### src/rtl/fizzbuzz_multi_if.sv
// -----------------------------------------------------------------------------
// fizzbuzz_multi_if
// Bundles the control inputs and status outputs of fizzbuzz_multi.
//   master : drives en / clr / limit, observes the status outputs
//   slave  : the counter itself (receives controls, drives status)
// Signals:
//   en      advance the count when high
//   clr     synchronous restart to count 0 (no wrap pulse)
//   limit   runtime sequence length (0 or > MAX_CYCLES selects MAX_CYCLES)
//   count   current count value
//   hit     per-channel divisibility flags
//   all_hit AND of hit
//   any_hit OR of hit
//   wrap    one-cycle pulse on the first cycle back at count 0 after a wrap
//   all_cnt number of landings on an all_hit count (0 when stats are off)
// -----------------------------------------------------------------------------
interface fizzbuzz_multi_if #(
    parameter int NUM_DIV = 4,
    parameter int CW      = 7
);
    logic               en;
    logic               clr;
    logic [CW-1:0]      limit;
    logic [CW-1:0]      count;
    logic [NUM_DIV-1:0] hit;
    logic               all_hit;
    logic               any_hit;
    logic               wrap;
    logic [15:0]        all_cnt;

    modport master (
        output en, clr, limit,
        input  count, hit, all_hit, any_hit, wrap, all_cnt
    );

    modport slave (
        input  en, clr, limit,
        output count, hit, all_hit, any_hit, wrap, all_cnt
    );
endinterface

### src/rtl/fizzbuzz_multi.sv
// -----------------------------------------------------------------------------
// fizzbuzz_multi
// Enable-gated counter of programmable length that flags, every cycle, which
// of NUM_DIV compile-time divisors evenly divide the current count.
// Divisibility is tracked by one residue counter per channel, so no divider
// sits in any timing path.
//
// Ports:
//   i_clk     clock, all logic on the rising edge
//   i_resetn  synchronous, active-low reset
//   bus       fizzbuzz_multi_if.slave (en, clr, limit in; count, hit,
//             all_hit, any_hit, wrap, all_cnt out)
//
// Optional feature macro: FIZZBUZZ_MULTI_STATS_EN
//   defined     -> all_cnt counts landings on an all_hit count (saturating)
//   not defined -> all_cnt tied to 16'h0000, no counter built
// -----------------------------------------------------------------------------
module fizzbuzz_multi #(
    parameter int                       NUM_DIV    = 4,
    parameter int                       DIV_W      = 8,
    parameter logic [NUM_DIV*DIV_W-1:0] DIVISORS   = 32'h07050302,
    parameter int                       MAX_CYCLES = 100,
    parameter int                       CW         = $clog2(MAX_CYCLES)
) (
    input  logic                 i_clk,
    input  logic                 i_resetn,
    fizzbuzz_multi_if.slave      bus
);

    localparam logic [CW-1:0] LAST_MAX = CW'(MAX_CYCLES - 1);

    if (NUM_DIV < 1 || NUM_DIV > 16) begin : g_bad_num
        $error("fizzbuzz_multi: NUM_DIV must be 1..16");
    end
    if (MAX_CYCLES < 2) begin : g_bad_max
        $error("fizzbuzz_multi: MAX_CYCLES must be >= 2");
    end

    // State
    logic [CW-1:0]                  r_cnt;
    logic [NUM_DIV-1:0][DIV_W-1:0]  r_res;
    logic                           r_wrap;

    // Next state / helpers
    logic [CW-1:0]                  w_cnt_nxt;
    logic [NUM_DIV-1:0][DIV_W-1:0]  w_res_nxt;
    logic                           w_wrap_nxt;
    logic [NUM_DIV-1:0][DIV_W-1:0]  w_dm1;
    logic                           w_use_max;
    logic [CW-1:0]                  w_last;
    logic [NUM_DIV-1:0]             w_hit;
    logic                           w_nxt_all0;

    // Per-channel divisor minus one (residue roll-over point) and hit flags.
    for (genvar g = 0; g < NUM_DIV; g++) begin : g_ch
        if (DIVISORS[g*DIV_W +: DIV_W] == '0) begin : g_bad_div
            $error("fizzbuzz_multi: divisor field %0d is zero", g);
        end
        assign w_dm1[g] = DIVISORS[g*DIV_W +: DIV_W] - DIV_W'(1);
        assign w_hit[g] = (r_res[g] == '0);
    end

    // Effective last count L-1; limit is re-evaluated every cycle.
    assign w_use_max = (bus.limit == '0) ||
                       ({1'b0, bus.limit} > (CW+1)'(MAX_CYCLES));
    assign w_last    = w_use_max ? LAST_MAX : (bus.limit - CW'(1));

    always_comb begin
        w_cnt_nxt  = r_cnt;
        w_res_nxt  = r_res;
        w_wrap_nxt = 1'b0;
        if (bus.clr) begin
            w_cnt_nxt = '0;
            w_res_nxt = '0;
        end else if (bus.en) begin
            // >= rather than == so that lowering limit below the current
            // count wraps immediately instead of running on to 2^CW.
            if (r_cnt >= w_last) begin
                w_cnt_nxt  = '0;
                w_res_nxt  = '0;
                w_wrap_nxt = 1'b1;
            end else begin
                w_cnt_nxt = r_cnt + CW'(1);
                for (int i = 0; i < NUM_DIV; i++) begin
                    w_res_nxt[i] = (r_res[i] == w_dm1[i]) ? '0
                                                          : r_res[i] + DIV_W'(1);
                end
            end
        end
    end

    assign w_nxt_all0 = (w_res_nxt == '0);

    always_ff @(posedge i_clk) begin
        if (!i_resetn) begin
            r_cnt  <= '0;
            r_res  <= '0;
            r_wrap <= 1'b0;
        end else begin
            r_cnt  <= w_cnt_nxt;
            r_res  <= w_res_nxt;
            r_wrap <= w_wrap_nxt;
        end
    end

`ifdef FIZZBUZZ_MULTI_STATS_EN
    logic [15:0] r_all_cnt;

    // Counts enabled edges that land on a count where every channel hits.
    always_ff @(posedge i_clk) begin
        if (!i_resetn || bus.clr) begin
            r_all_cnt <= '0;
        end else if (bus.en && w_nxt_all0 && (r_all_cnt != 16'hFFFF)) begin
            r_all_cnt <= r_all_cnt + 16'd1;
        end
    end

    assign bus.all_cnt = r_all_cnt;
`else
    logic w_unused_stats;
    assign w_unused_stats = w_nxt_all0;
    assign bus.all_cnt    = 16'h0000;
`endif

    assign bus.count   = r_cnt;
    assign bus.hit     = w_hit;
    assign bus.all_hit = &w_hit;
    assign bus.any_hit = |w_hit;
    assign bus.wrap    = r_wrap;

endmodule

### src/flat_wrapper.sv
// flat-port wrapper written by rule: the top's interface ports become plain ports
module fizzbuzz_multi_flat 
#(
    parameter int                       NUM_DIV    = 4,
    parameter int                       DIV_W      = 8,
    parameter logic [NUM_DIV*DIV_W-1:0] DIVISORS   = 32'h07050302,
    parameter int                       MAX_CYCLES = 100,
    parameter int                       CW         = $clog2(MAX_CYCLES)
)
  (i_clk, i_resetn, bus_en, bus_clr, bus_limit, bus_count, bus_hit, bus_all_hit, bus_any_hit, bus_wrap, bus_all_cnt);
  fizzbuzz_multi_if #(.NUM_DIV(NUM_DIV), .CW(CW)) bus_i ();
  input  logic i_clk;
  input  logic i_resetn;
  input wire logic [$bits(bus_i.en)-1:0] bus_en;
  input wire logic [$bits(bus_i.clr)-1:0] bus_clr;
  input wire logic [$bits(bus_i.limit)-1:0] bus_limit;
  output wire logic [$bits(bus_i.count)-1:0] bus_count;
  output wire logic [$bits(bus_i.hit)-1:0] bus_hit;
  output wire logic [$bits(bus_i.all_hit)-1:0] bus_all_hit;
  output wire logic [$bits(bus_i.any_hit)-1:0] bus_any_hit;
  output wire logic [$bits(bus_i.wrap)-1:0] bus_wrap;
  output wire logic [$bits(bus_i.all_cnt)-1:0] bus_all_cnt;
  assign bus_i.en = bus_en;
  assign bus_i.clr = bus_clr;
  assign bus_i.limit = bus_limit;
  assign bus_count = bus_i.count;
  assign bus_hit = bus_i.hit;
  assign bus_all_hit = bus_i.all_hit;
  assign bus_any_hit = bus_i.any_hit;
  assign bus_wrap = bus_i.wrap;
  assign bus_all_cnt = bus_i.all_cnt;
  fizzbuzz_multi #(.NUM_DIV(NUM_DIV), .DIV_W(DIV_W), .DIVISORS(DIVISORS), .MAX_CYCLES(MAX_CYCLES), .CW(CW)) u_core (.i_clk(i_clk), .i_resetn(i_resetn), .bus(bus_i));
endmodule
### config.mk
export PLATFORM = sky130hd
export DESIGN_NAME = fizzbuzz_multi_flat
export DESIGN_NICKNAME = d
export VERILOG_FILES = /design/src/rtl/fizzbuzz_multi_if.sv /design/src/rtl/fizzbuzz_multi.sv /design/src/flat_wrapper.sv
export SDC_FILE = /design/constraint.sdc
export NUM_CORES = 1
export LEC_CHECK = 0
export CAP_MARGIN = 15
export CORE_MARGIN = 2
export CORE_UTILIZATION = 54
export DETAILED_ROUTE_END_ITERATION = 8
export PLACE_DENSITY_LB_ADDON = 0.15
export SYNTH_ARGS = -nofsm -noshare
export SYNTH_HDL_FRONTEND = slang
export SYNTH_SLANG_ARGS = --single-unit
### constraint.sdc
create_clock -name i_clk -period 3.15 [get_ports i_clk]
set_input_delay 0.63 -clock i_clk [delete_from_list [all_inputs] [get_ports i_clk]]
set_output_delay 0.63 -clock i_clk [all_outputs]
set_load 0.005 [all_outputs]
Yosys cells after proc, flatten, opt, wreduce, memory -nomap -nowiden
Index checks and enable logic that the tools add are counted.
Word-level totals
  register bits after elaboration: 40
  input port bits: 11
  output and inout port bits: 30
  logic and storage cells: 38
Cells by class
  $add $sub $neg: 6
  $lt $le $gt $ge: 2
  eq/ne operators: 4
  mux-type cells: 8
  bitwise operators: 2
  reductions and logical operators: 10
Operators with widths (count)
  $add A8 B1 Y8 const B: 4
  $logic_not A8 Y1: 4
  $mux W32: 1
  $mux W8: 4
  $eq A8 B3 Y1 const B: 2
  $mux W7: 2
  $eq A8 B1 Y1 const B: 1
  $eq A8 B2 Y1 const B: 1
  $add A7 B1 Y7 const B: 1
  $ge A7 B7 Y1: 1
  $gt A7 B7 Y1 const B: 1
  $logic_not A7 Y1: 1
  $sub A7 B1 Y7 const B: 1
  $reduce_and A4 Y1: 1
  $reduce_or A4 Y1: 1
  $reduce_or A3 Y1: 1
  $not A1 Y1: 2
  $reduce_or A2 Y1: 1
  $logic_or A1 B1 Y1: 1
  $mux W1: 1

Depth between registers and ports, before layout
  depth after elaboration: 5
  depth in mapped cells: 13
  depth with buffers taken out: 12

Worst setup path after synthesis
OpenSTA, ideal clock, no wires.
  path type: input to register
  start: input port bus_limit[3]
  end: register u_core.r_res[14] (netlist bit)
  library setup time: 93 ps
  arrival: 2751 ps
  required time: 3057 ps
  slack: 306 ps
  cell stages on the path: 11
  cell sequence: nor4_1 nand2_1 nor2_1 a31oi_1 and2_1 ha_1 and4_1 a211oi_4 buf_6 nand2_1 o311ai_2
On the way
  cells in the longest elaborated chain, start to end: 5
  elaborated cells on any way between the ends: 7
  those cells by class: add/sub: 1; order compare: 2; mux: 2; reduce/logical: 2
RTL lines
  start: declaration: RTL line flat_wrapper.sv:16  | input wire logic [$bits(bus_i.limit)-1:0] bus_limit;
  $gt A7 B7 Y1 or $logic_not A7 Y1 (tied branches): RTL line fizzbuzz_multi.sv:65, fizzbuzz_multi.sv:64
  $logic_or A1 B1 Y1: RTL line fizzbuzz_multi.sv:64  | assign w_use_max = (bus.limit == '0) ||
  $mux W7 *: RTL line fizzbuzz_multi.sv:66  | assign w_last = w_use_max ? LAST_MAX : (bus.limit - CW'(1));
  $ge A7 B7 Y1 *: RTL line fizzbuzz_multi.sv:78  | if (r_cnt >= w_last) begin
  $mux W32 *: RTL line fizzbuzz_multi.sv:78
  end signal: assignment: RTL line fizzbuzz_multi.sv:101  | r_res <= w_res_nxt;
  end: declaration: RTL line fizzbuzz_multi.sv:41  | logic [NUM_DIV-1:0][DIV_W-1:0] r_res;
Every way passes the cells marked *; elsewhere a longest branch is shown, timed or not.
A chain may end at the register's enable or synchronous reset.

Final worst setup path
  start: input port bus_limit[5]
  end: register u_core.r_res[21] (netlist bit)
Same word-level chain as after synthesis.

==> impl_metrics.env <==
export IMPL_post_route_min_period_ns=3.09
export IMPL_htree_levels=2
export IMPL_outcome="completed"
export IMPL_ys_types=52
export IMPL_syn_mean_instance_area_um2=7.90
export IMPL_io_pins=41
export IMPL_startpoint_type="primary input"
export IMPL_antennaDiodeCount=0
export IMPL_dr_pass1_iters=4
export IMPL_cp_slowest_cell="clkdlybuf4s50_1"
export IMPL_synth_top_flop_cell="dfxtp_1"
export IMPL_synth_most_common_cell="nand2_1"
export IMPL_worstSkewPairLatency_ns=0.29
export IMPL_drive_above_1_share_pct=18.2
export IMPL_drc=0
export IMPL_path_class="primary input to flip-flop"
export IMPL_synth_top_area_share_pct=30.2
export IMPL_place_area_um2=3010
export IMPL_synthCells=335
export IMPL_timing_fmax_ghz=0.324
export IMPL_cp_end_kind="flip-flop"
export IMPL_routed_wl_um=5770
export IMPL_initial_utilization_pct=56.1
export IMPL_finalSetupViolCount=0
export IMPL_cts_clk_slew_worst_paths_ns=0.08
export IMPL_crit_arrival_ns=3.27
export IMPL_cap_violations=0
export IMPL_power_total_mw=1.04
export IMPL_power_leakage_nw=1.36
export IMPL_die_x_um=74.0
export IMPL_cts_tree="built"
export IMPL_instances_no_fill=447
export IMPL_overflow=0
export IMPL_dp_hpwl_um=4050
export IMPL_grt_max_degree=25
export IMPL_finalNetCount=411
export IMPL_critPathMaxFanout=12
export IMPL_routed_via_density=5.32
export IMPL_ys_ff_latch=40
export IMPL_coreArea_um2=4720
export IMPL_dieArea_um2=5480
export IMPL_hold_viol_final=0
export IMPL_synth_area_leaders="dfxtp_1 (30%), ha_1 (9.9%), nand2_1 (6.8%)"
export IMPL_clock_sinks=40
export IMPL_ys_warn_count=0
export IMPL_final_antenna_net_count=0
export IMPL_min_path_type="flip-flop to flip-flop"
export IMPL_yosys_top_cells_count="nand2_1 (48), dfxtp_1 (40), nor2_1 (31)"
export IMPL_ys_seq_area_share_pct=30.2
export IMPL_grt_pass1_wl_um=9200
export IMPL_irDropWorstVdd_mv=0.211
export IMPL_slowest_delay_ns=0.45
export IMPL_synth_area_um2=2650
export IMPL_gp_congestion=0.846
export IMPL_io_buffers=24
export IMPL_finalCritPeriodShare_pct=98.0
export IMPL_chipHeight_um=74.0
export IMPL_ys_async_sr_fraction_pct=0
export IMPL_slew_viol_final=0
export IMPL_whs_ns=0.484
export IMPL_routedWlPerCell_um=12.9
export IMPL_placed_cells=433
export IMPL_grt_usage_pct=21.3
export IMPL_synth_largest_area_cell="dfxtp_1"
export IMPL_finClkSkew_ns=0.00481
export IMPL_cts_root_buf="clkbuf_8"
export IMPL_drtIter0Drc=123
export IMPL_cts_buffers=5
export IMPL_design_area_um2=3310
export IMPL_required_ns=3.33
export IMPL_clockBufferDepth=2
export IMPL_antenna_found_initial=0
export IMPL_area_growth_pct=24.9
export IMPL_power_density_nw_per_um2=313
export IMPL_synth_enable_flop_cells=0
export IMPL_path_cells="clkdlybuf4s50_1, nor4_2, nand2_1, nor2_2, a31oi_4, and2_1, ha_1, nand2_2, o21ai_4, a211oi_4, buf_4, buf_12, and3_2, a221o_2"
export IMPL_placementRows=25
export IMPL_grt_pass1_vias=2049
export IMPL_vias=2380
==> per-layer routing <==
layer / global-route usage (%) / vias to the layer above / share of wire, %
li1: - / 1227 / -
met4: 6.06 / 0 / 1.1
met5: 0 / - / 0
met2: 34.7 / 51 / 46
met3: 3.66 / 7 / 3.7
met1: 29.1 / 1095 / 49
==> per-stage QoR <==
step	utilization (%)	TNS, ns	worst slack, ns
finish	70.0	0	0.0643
global placement	63.8	-7.31	-0.262
global route	70.0	-0.414	-0.0811
CTS	66.3	0	0.0107
floorplan	-	0	0.306
detailed placement	63.8	-9.81	-0.339
==> final timing paths <==
check	cells past startpoint	endpoint	slack (ns)	from
worst min register to register	2	u_core.r_res[23]	0.48	u_core.r_res[23]
worst max register to register	8	u_core.r_res[6]	1.18	u_core.bus.count[4]
worst max-delay path	14	u_core.r_res[21]	0.06	bus_limit[5]
worst min-delay path	2	u_core.r_res[23]	0.48	u_core.r_res[23]
==> sequential cells by signal (all words and copies together) (netlist names) <==
name              count
u_core.r_res         32
u_core.bus.count      7
u_core.bus.wrap       1
==> power breakdown <==
group / leakage (nW) / internal, mW / switching (mW)
Combinational: 0.984 / 0.0793 / 0.0833
Clock: 0.0510 / 0.175 / 0.182
Sequential: 0.323 / 0.510 / 0.00599
Total: 1.36 / 0.764 / 0.271
==> worst max-delay path, delay by kind of cell <==
family,cells,cell delay (ns)
AOI/OAI and AO/OA,4,0.65
adders and majority gates,1,0.28
buffers and inverters,3,0.73
and+or+nand+nor,6,0.98
==> final cells by class <==
cell class              count  area (um2)
inverters                  22        82.6
flip-flops and latches     40         801
repair buffers             48         479
multi-input cells         262        1770
well taps                  67        83.8
clock inverters             2        10.0
clock buffers               6        82.6
fillers                   373        1420
==> placed cells by master, fill, tap and decap left out, types with 3 or more instances in the layout <==
cell	Yosys	layout
dlymetal6s2s_1	0	5
o211ai_1	3	3
ha_4	0	3
inv_1	21	20
nand2_1	48	46
and2_1	5	4
o21ai_1	8	7
a221o_1	5	5
nor2b_1	5	4
a31oi_1	6	5
nand3_1	16	16
ha_1	21	17
nand4_1	13	13
dfxtp_1	40	40
xnor2_1	5	5
and3_1	10	10
o21ai_4	0	3
clkbuf_8	0	6
a21oi_1	17	15
clkdlybuf4s50_1	0	19
o21ai_0	7	5
buf_4	17	20
nor3_2	3	4
xor2_1	6	6
conb_1	1	16
nor2_1	31	30
==> kinds of logic (layout without fill, tap and decap cells) <==
group / count (synthesis) / after routing / synth area share, %
adder cells (fa/ha/maj): 21 / 21 / 9.92
multiplexers: 2 / 2 / 0.756
AND/OR/NAND/NOR: 153 / 153 / 30.0
other: 1 / 16 / 0.142
AO/OA/AOI/OAI: 59 / 59 / 15.5
XOR/XNOR: 11 / 11 / 3.64
buffers and inverters: 48 / 78 / 9.74
flip-flops: 40 / 40 / 30.2
==> what timing repair did <==
item	4_1_cts	5_1_grt
setup endpoints to repair	11	39
gates cloned	0	1
hold buffers	0	0
pin swaps	0	10
resized for setup	4	28
buffers inserted	0	5
(Power assumes the default switching activity.)
